**config.mk**
```make
export PLATFORM = sky130hd
export DESIGN_NAME = mem_axi_arbiter
export DESIGN_NICKNAME = d
export VERILOG_FILES = /design/src/rtl/mem_axi_arbiter_pkg.sv /design/src/rtl/mem_axi_arbiter.sv
export SDC_FILE = /design/constraint.sdc
export NUM_CORES = 1
export LEC_CHECK = 0
export ABC_AREA = 1
export CORE_AREA = 3 3 174 176
export CTS_CLUSTER_SIZE = 8
export DETAILED_ROUTE_END_ITERATION = 12
export DIE_AREA = 0 0 177 179
export PLACE_DENSITY = 0.75
export REMOVE_ABC_BUFFERS = 1
export SYNTH_ARGS = -nofsm -noshare
export SYNTH_HDL_FRONTEND = slang
export SYNTH_SLANG_ARGS = --single-unit
```
**constraint.sdc**
```tcl
create_clock -name clk -period 7 [get_ports clk]
set_input_delay 1.4 -clock clk [delete_from_list [all_inputs] [get_ports clk]]
set_output_delay 1.4 -clock clk [all_outputs]
set_load 0.02 [all_outputs]
```
**src/rtl/mem_axi_arbiter_pkg.sv**
```systemverilog
// Shared types for the memory/fetch AXI4-lite arbiter: FSM encoding, source ids
// and AXI response constants.
package mem_axi_arbiter_pkg;

    typedef enum logic [2:0] {
        IDLE    = 3'd0,
        RD_ADDR = 3'd1,
        RD_DATA = 3'd2,
        WR_REQ  = 3'd3,
        WR_RESP = 3'd4
    } arb_state_e;

    typedef enum logic {
        SRC_IF  = 1'b0,
        SRC_MEM = 1'b1
    } arb_src_e;

    localparam logic [1:0] RESP_OKAY = 2'b00;

    // Pick the 32-bit instruction word out of a 64-bit beat by address bit 2.
    function automatic logic [31:0] fetch_lane(input logic [63:0] beat, input logic hi);
        return hi ? beat[63:32] : beat[31:0];
    endfunction

endpackage

```
**src/rtl/mem_axi_arbiter.sv**
```systemverilog
// Arbitrates instruction fetch and MEM-stage data accesses onto a single
// AXI4-lite master port, one transaction at a time. Requires DATA_W >= 64.
module mem_axi_arbiter
    import mem_axi_arbiter_pkg::*;
#(
    parameter int ADDR_W = 32,
    parameter int DATA_W = 64
) (
    input  logic                  clk,
    input  logic                  rst,
    // fetch port
    input  logic                  if_req_i,
    input  logic [ADDR_W-1:0]     if_addr_i,
    output logic [31:0]           if_rdata_o,
    output logic                  if_ready_o,
    // data port
    input  logic                  mem_read_i,
    input  logic                  mem_write_i,
    input  logic [ADDR_W-1:0]     mem_addr_i,
    input  logic [DATA_W-1:0]     mem_wdata_i,
    input  logic [DATA_W/8-1:0]   mem_wstrb_i,
    output logic [DATA_W-1:0]     mem_rdata_o,
    output logic                  mem_ready_o,
    output logic                  mem_err_o,
    output logic                  stall_o,
    // AXI4-lite master
    output logic [ADDR_W-1:0]     araddr_o,
    output logic                  arvalid_o,
    input  logic                  arready_i,
    input  logic [DATA_W-1:0]     rdata_i,
    input  logic [1:0]            rresp_i,
    input  logic                  rvalid_i,
    output logic                  rready_o,
    output logic [ADDR_W-1:0]     awaddr_o,
    output logic                  awvalid_o,
    input  logic                  awready_i,
    output logic [DATA_W-1:0]     wdata_o,
    output logic [DATA_W/8-1:0]   wstrb_o,
    output logic                  wvalid_o,
    input  logic                  wready_i,
    input  logic [1:0]            bresp_i,
    input  logic                  bvalid_i,
    output logic                  bready_o
);

    localparam int STRB_W = DATA_W / 8;

    arb_state_e          state_q;
    arb_src_e            src_q;
    logic [ADDR_W-1:0]   addr_q;
    logic [DATA_W-1:0]   wdata_q;
    logic [STRB_W-1:0]   wstrb_q;
    logic                arvalid_q, rready_q, awvalid_q, wvalid_q, bready_q;
    logic                aw_done_q, w_done_q;
    logic                aw_done_d, w_done_d;
    logic                if_ready_q, mem_ready_q, mem_err_q;
    logic [31:0]         if_rdata_q;
    logic [DATA_W-1:0]   mem_rdata_q;
    logic                pulse_busy;

    assign aw_done_d  = aw_done_q | (awvalid_q & awready_i);
    assign w_done_d   = w_done_q  | (wvalid_q  & wready_i);
    // A requester still holds its level in the cycle its ready pulse is out.
    assign pulse_busy = if_ready_q | mem_ready_q;

    always_ff @(posedge clk or posedge rst) begin
        if (rst) begin
            state_q     <= IDLE;
            src_q       <= SRC_IF;
            addr_q      <= '0;
            wdata_q     <= '0;
            wstrb_q     <= '0;
            arvalid_q   <= 1'b0;
            rready_q    <= 1'b0;
            awvalid_q   <= 1'b0;
            wvalid_q    <= 1'b0;
            bready_q    <= 1'b0;
            aw_done_q   <= 1'b0;
            w_done_q    <= 1'b0;
            if_ready_q  <= 1'b0;
            mem_ready_q <= 1'b0;
            mem_err_q   <= 1'b0;
            if_rdata_q  <= '0;
            mem_rdata_q <= '0;
        end else begin
            if_ready_q  <= 1'b0;
            mem_ready_q <= 1'b0;
            mem_err_q   <= 1'b0;
            unique case (state_q)
                IDLE: begin
                    if (!pulse_busy && (mem_write_i || mem_read_i || if_req_i)) begin
                        wdata_q <= mem_wdata_i;
                        wstrb_q <= mem_wstrb_i;
                        if (mem_write_i) begin
                            addr_q    <= mem_addr_i;
                            src_q     <= SRC_MEM;
                            awvalid_q <= 1'b1;
                            wvalid_q  <= 1'b1;
                            aw_done_q <= 1'b0;
                            w_done_q  <= 1'b0;
                            state_q   <= WR_REQ;
                        end else if (mem_read_i) begin
                            addr_q    <= mem_addr_i;
                            src_q     <= SRC_MEM;
                            arvalid_q <= 1'b1;
                            state_q   <= RD_ADDR;
                        end else begin
                            addr_q    <= if_addr_i;
                            src_q     <= SRC_IF;
                            arvalid_q <= 1'b1;
                            state_q   <= RD_ADDR;
                        end
                    end
                end
                RD_ADDR: begin
                    if (arready_i) begin
                        arvalid_q <= 1'b0;
                        rready_q  <= 1'b1;
                        state_q   <= RD_DATA;
                    end
                end
                RD_DATA: begin
                    if (rvalid_i) begin
                        rready_q <= 1'b0;
                        state_q  <= IDLE;
                        // Fetch errors are swallowed; the core sees a normal completion.
                        if (src_q == SRC_IF) begin
                            if_ready_q <= 1'b1;
                            if_rdata_q <= fetch_lane(rdata_i[63:0], addr_q[2]);
                        end else begin
                            mem_ready_q <= 1'b1;
                            mem_rdata_q <= rdata_i;
                            mem_err_q   <= (rresp_i != RESP_OKAY);
                        end
                    end
                end
                WR_REQ: begin
                    if (awvalid_q && awready_i) awvalid_q <= 1'b0;
                    if (wvalid_q && wready_i)   wvalid_q  <= 1'b0;
                    aw_done_q <= aw_done_d;
                    w_done_q  <= w_done_d;
                    if (aw_done_d && w_done_d) begin
                        bready_q <= 1'b1;
                        state_q  <= WR_RESP;
                    end
                end
                WR_RESP: begin
                    if (bvalid_i) begin
                        bready_q    <= 1'b0;
                        mem_ready_q <= 1'b1;
                        mem_err_q   <= (bresp_i != RESP_OKAY);
                        state_q     <= IDLE;
                    end
                end
                default: state_q <= IDLE;
            endcase
        end
    end

    assign stall_o    = (mem_read_i | mem_write_i) & ~mem_ready_q;

    assign if_rdata_o  = if_rdata_q;
    assign if_ready_o  = if_ready_q;
    assign mem_rdata_o = mem_rdata_q;
    assign mem_ready_o = mem_ready_q;
    assign mem_err_o   = mem_err_q;

    assign araddr_o  = addr_q;
    assign arvalid_o = arvalid_q;
    assign rready_o  = rready_q;
    assign awaddr_o  = addr_q;
    assign awvalid_o = awvalid_q;
    assign wdata_o   = wdata_q;
    assign wstrb_o   = wstrb_q;
    assign wvalid_o  = wvalid_q;
    assign bready_o  = bready_q;

endmodule

```
==> run_results.csv <==
group,metric,value,unit
layout,areaGrowthSynthToFinish,55.8,%
setup_path,crit_fanout,36,
clock_tree,numCtsBuffers,30,
clock_tree,htree_num_levels,1,
place,place_area,13900,sq um
layout,fill_cells,2587,
synthesis,synthSimpleGateAreaFrac,25.5,%
setup_path,crit_path_start_kind,"primary input",
sta,finClkSkew,0.0294,ns
global_route,grt_pass1_vias,8807,
floorplanning,placementRows,62,
global_route,grt_usage,20.3,%
synthesis,synth_largest_type_area_fraction,56.6,%
drt,via_count,8896,
global_route,grt_first_pass_wirelength,50.3,mm
sta,max_slew_margin,31.0,%
min_path,min_path_type,"reg2reg",
pwr,leakagePower,6.85,nW
drt,finalWirelength,33.9,mm
drt,drt_iter0_markers,486,
drt,viasPerCell,4.81,
clock_tree,ctsLongestPathBuffers,3,
place,hpwl,24.3,mm
sta,slew_viol_final,0,
sta,worst_pin_slew,1.03,ns
clock_tree,ctsHoldBuffers,0,
layout,multi_input_area,3290,sq um
sta,hold_ws,0.466,ns
clock_tree,cts_resized,0,
drt,remaining_drc_errors,0,
clock_tree,clkSlewWorstSetupHoldPaths,0.05,ns
global_route,antenna_found_initial,1,
layout,fin_area,14700,sq um
global_route,overflow,0,
clock_tree,postCtsSetupBuffers,0,
synthesis,synth_area_leaders,"dfrtp_1 57%, nand2_1 13%, nand3_1 6.0%, buf_4 3.2%, o2111ai_1 3.0%",
setup_path,critPathKind,"in2out",
job,maxCapViolCount,0,
drt,wire_per_inst,18.3,microns
layout,seqCellArea,5360,sq um
floorplanning,die_area,31700,sq um
synthesis,syn_avg_cell_area,8.84,sq um
floorplanning,start_util,32.8,%
synthesis,synth_top_cell_by_area,"dfrtp_1",
place,io_buffers,454,
synthesis,synth_compound_gate_area_share,9.20,%
clock_tree,cts_tree,"built",
synthesis,synthCells,1070,
synthesis,synth_area,9450,sq um
layout,diodes,0,
layout,layout-drive-gt1-share,7.71,%
layout,final_cell_mix,"454 x clkdlybuf4s50_1, 339 x nand2_1, 213 x dfrtp_1",
synthesis,synthXorXnorAreaFrac,0,%
setup_path,cp.arrival,3.14,ns
sta,period_share,64.9,%
synthesis,ys_seq_area_share,56.6,%
layout,layout_commonest_cell,"clkdlybuf4s50_1",
global_route,grt_start_max_net_pins,99,
floorplanning,dieHeight,179,microns
floorplanning,core_area,28800,sq um
setup_path,crit_required,5.60,ns
floorplanning,io_pins,455,
pwr,vdd_ir_drop_max,0.268,mV
sta,rsz0062_at_grt,"no",
sta,setup_viol,0,
sta,setup-tns-final,0,ns
floorplanning,die-width,177,microns
sta,min_period,4.54,ns
layout,nets,1677,
synthesis,synth_fa_ha_area_share,0,%
pwr,power.density,511,nW/um^2
clock_tree,root_buffer,"clkbuf_16",
synthesis,yosysWarnings,0,
sta,finalHoldViolCount,0,
setup_path,cp-end-kind,"primary output",
drt,firstDrtPassIters,4,
drt,final_antenna_net_count,0,
status,status,"complete, no violations",
synthesis,synth_top_family_by_area,"simple AND/OR/NAND/NOR gates",
pwr,power,0.00753,W
place,gp_congestion,0.828,
synthesis,muxShareOfSynthArea,0,%
clock_tree,clock-sinks,214,
clock_tree,clock_latency,0.56,ns
synthesis,synth.distinct_cells,26,
sta,fmax,0.220,GHz
synthesis,ys_seq_elements,214,
## stage by stage
step	std cells	setup WS, ns	util (%)
after floorplan	968	-0.251	-
final	1849	2.46	51.2
after CTS	1849	2.45	51.2
after detailed placement	1815	2.45	48.4
after global routing	1849	2.33	51.2
after global placement	1815	2.46	48.4
## cell families after synthesis
group,after synthesis
buf+inv,153
flops,214
compound gates,136
simple gates,567
## area by class of cell
cell class                 count  area share [%]
sequential                   214            36.4
timing repair buffer         463            31.3
multi-input combinational    703            22.3
clock buffer                  33            5.17
tap                          384            3.26
inverter                      51            1.38
clock inverter                 1           0.204
## Yosys cell counts
cell,number
o21ai_1,28
or2_2,32
inv_2,3
nand4_1,1
o22ai_1,1
a21oi_1,49
a21oi_2,17
nand2_4,2
inv_4,1
dfrtp_1,214
nor2_4,1
clkbuf_2,1
nand2_1,339
buf_4,40
nand3_1,114
o2111ai_1,32
nor2_1,63
buf_1,2
a22o_1,1
nand2_2,2
o21ai_0,8
buf_2,34
inv_1,47
buf_6,6
nor2_2,13
clkbuf_1,19
## per-layer routing
metal  up-vias  part of all wire, %  track usage [%]  routed length, microns
li1       4211                    -                -                       -
met1      4180                   37             23.3                   12500
met2       429                   50             36.2                   17100
met3        74                  9.1             5.42                    3070
met4         2                  3.5             7.79                    1180
met5         -                0.027                0                       9
## worst max-delay path, stage by stage
cell and delay [ns]:
clkdlybuf4s50_1 0.48, nor2_4 0.62, nor2_1 0.08, clkdlybuf4s50_1 0.56
## final timing paths
| check | start | endpoint | slack [ns] | depth (start not counted) |
|---|---|---|---|---|
| min reg2reg | wdata_o[12] | wdata_o[12] | 0.47 | 2 |
| min | wdata_o[12] | wdata_o[12] | 0.47 | 2 |
| max | mem_write_i | stall_o | 2.46 | 4 |
| max in group asynchronous | rst | if_rdata_o[29] | 4.33 | 3 |
| max reg2reg | state_q[2] | mem_rdata_o[22] | 4.30 | 7 |
| min in group asynchronous | rst | mem_rdata_o[25] | 1.37 | 2 |
## registers in the layout, summed over array words and instances, names as in the netlist, 3 cells and up
name	flops
if_rdata_o	32
araddr_o	32
state_q	3
wdata_o	64
wstrb_o	8
mem_rdata_o	64
## report_power, final
group	total, W	switching, W	internal, W
Sequential	0.00222	0.000372	0.00185
Clock	0.00127	0.000514	0.000754
Combinational	0.00404	0.00235	0.00169
Total	0.00753	0.00323	0.00429
Power figures use the tool's default switching activity.
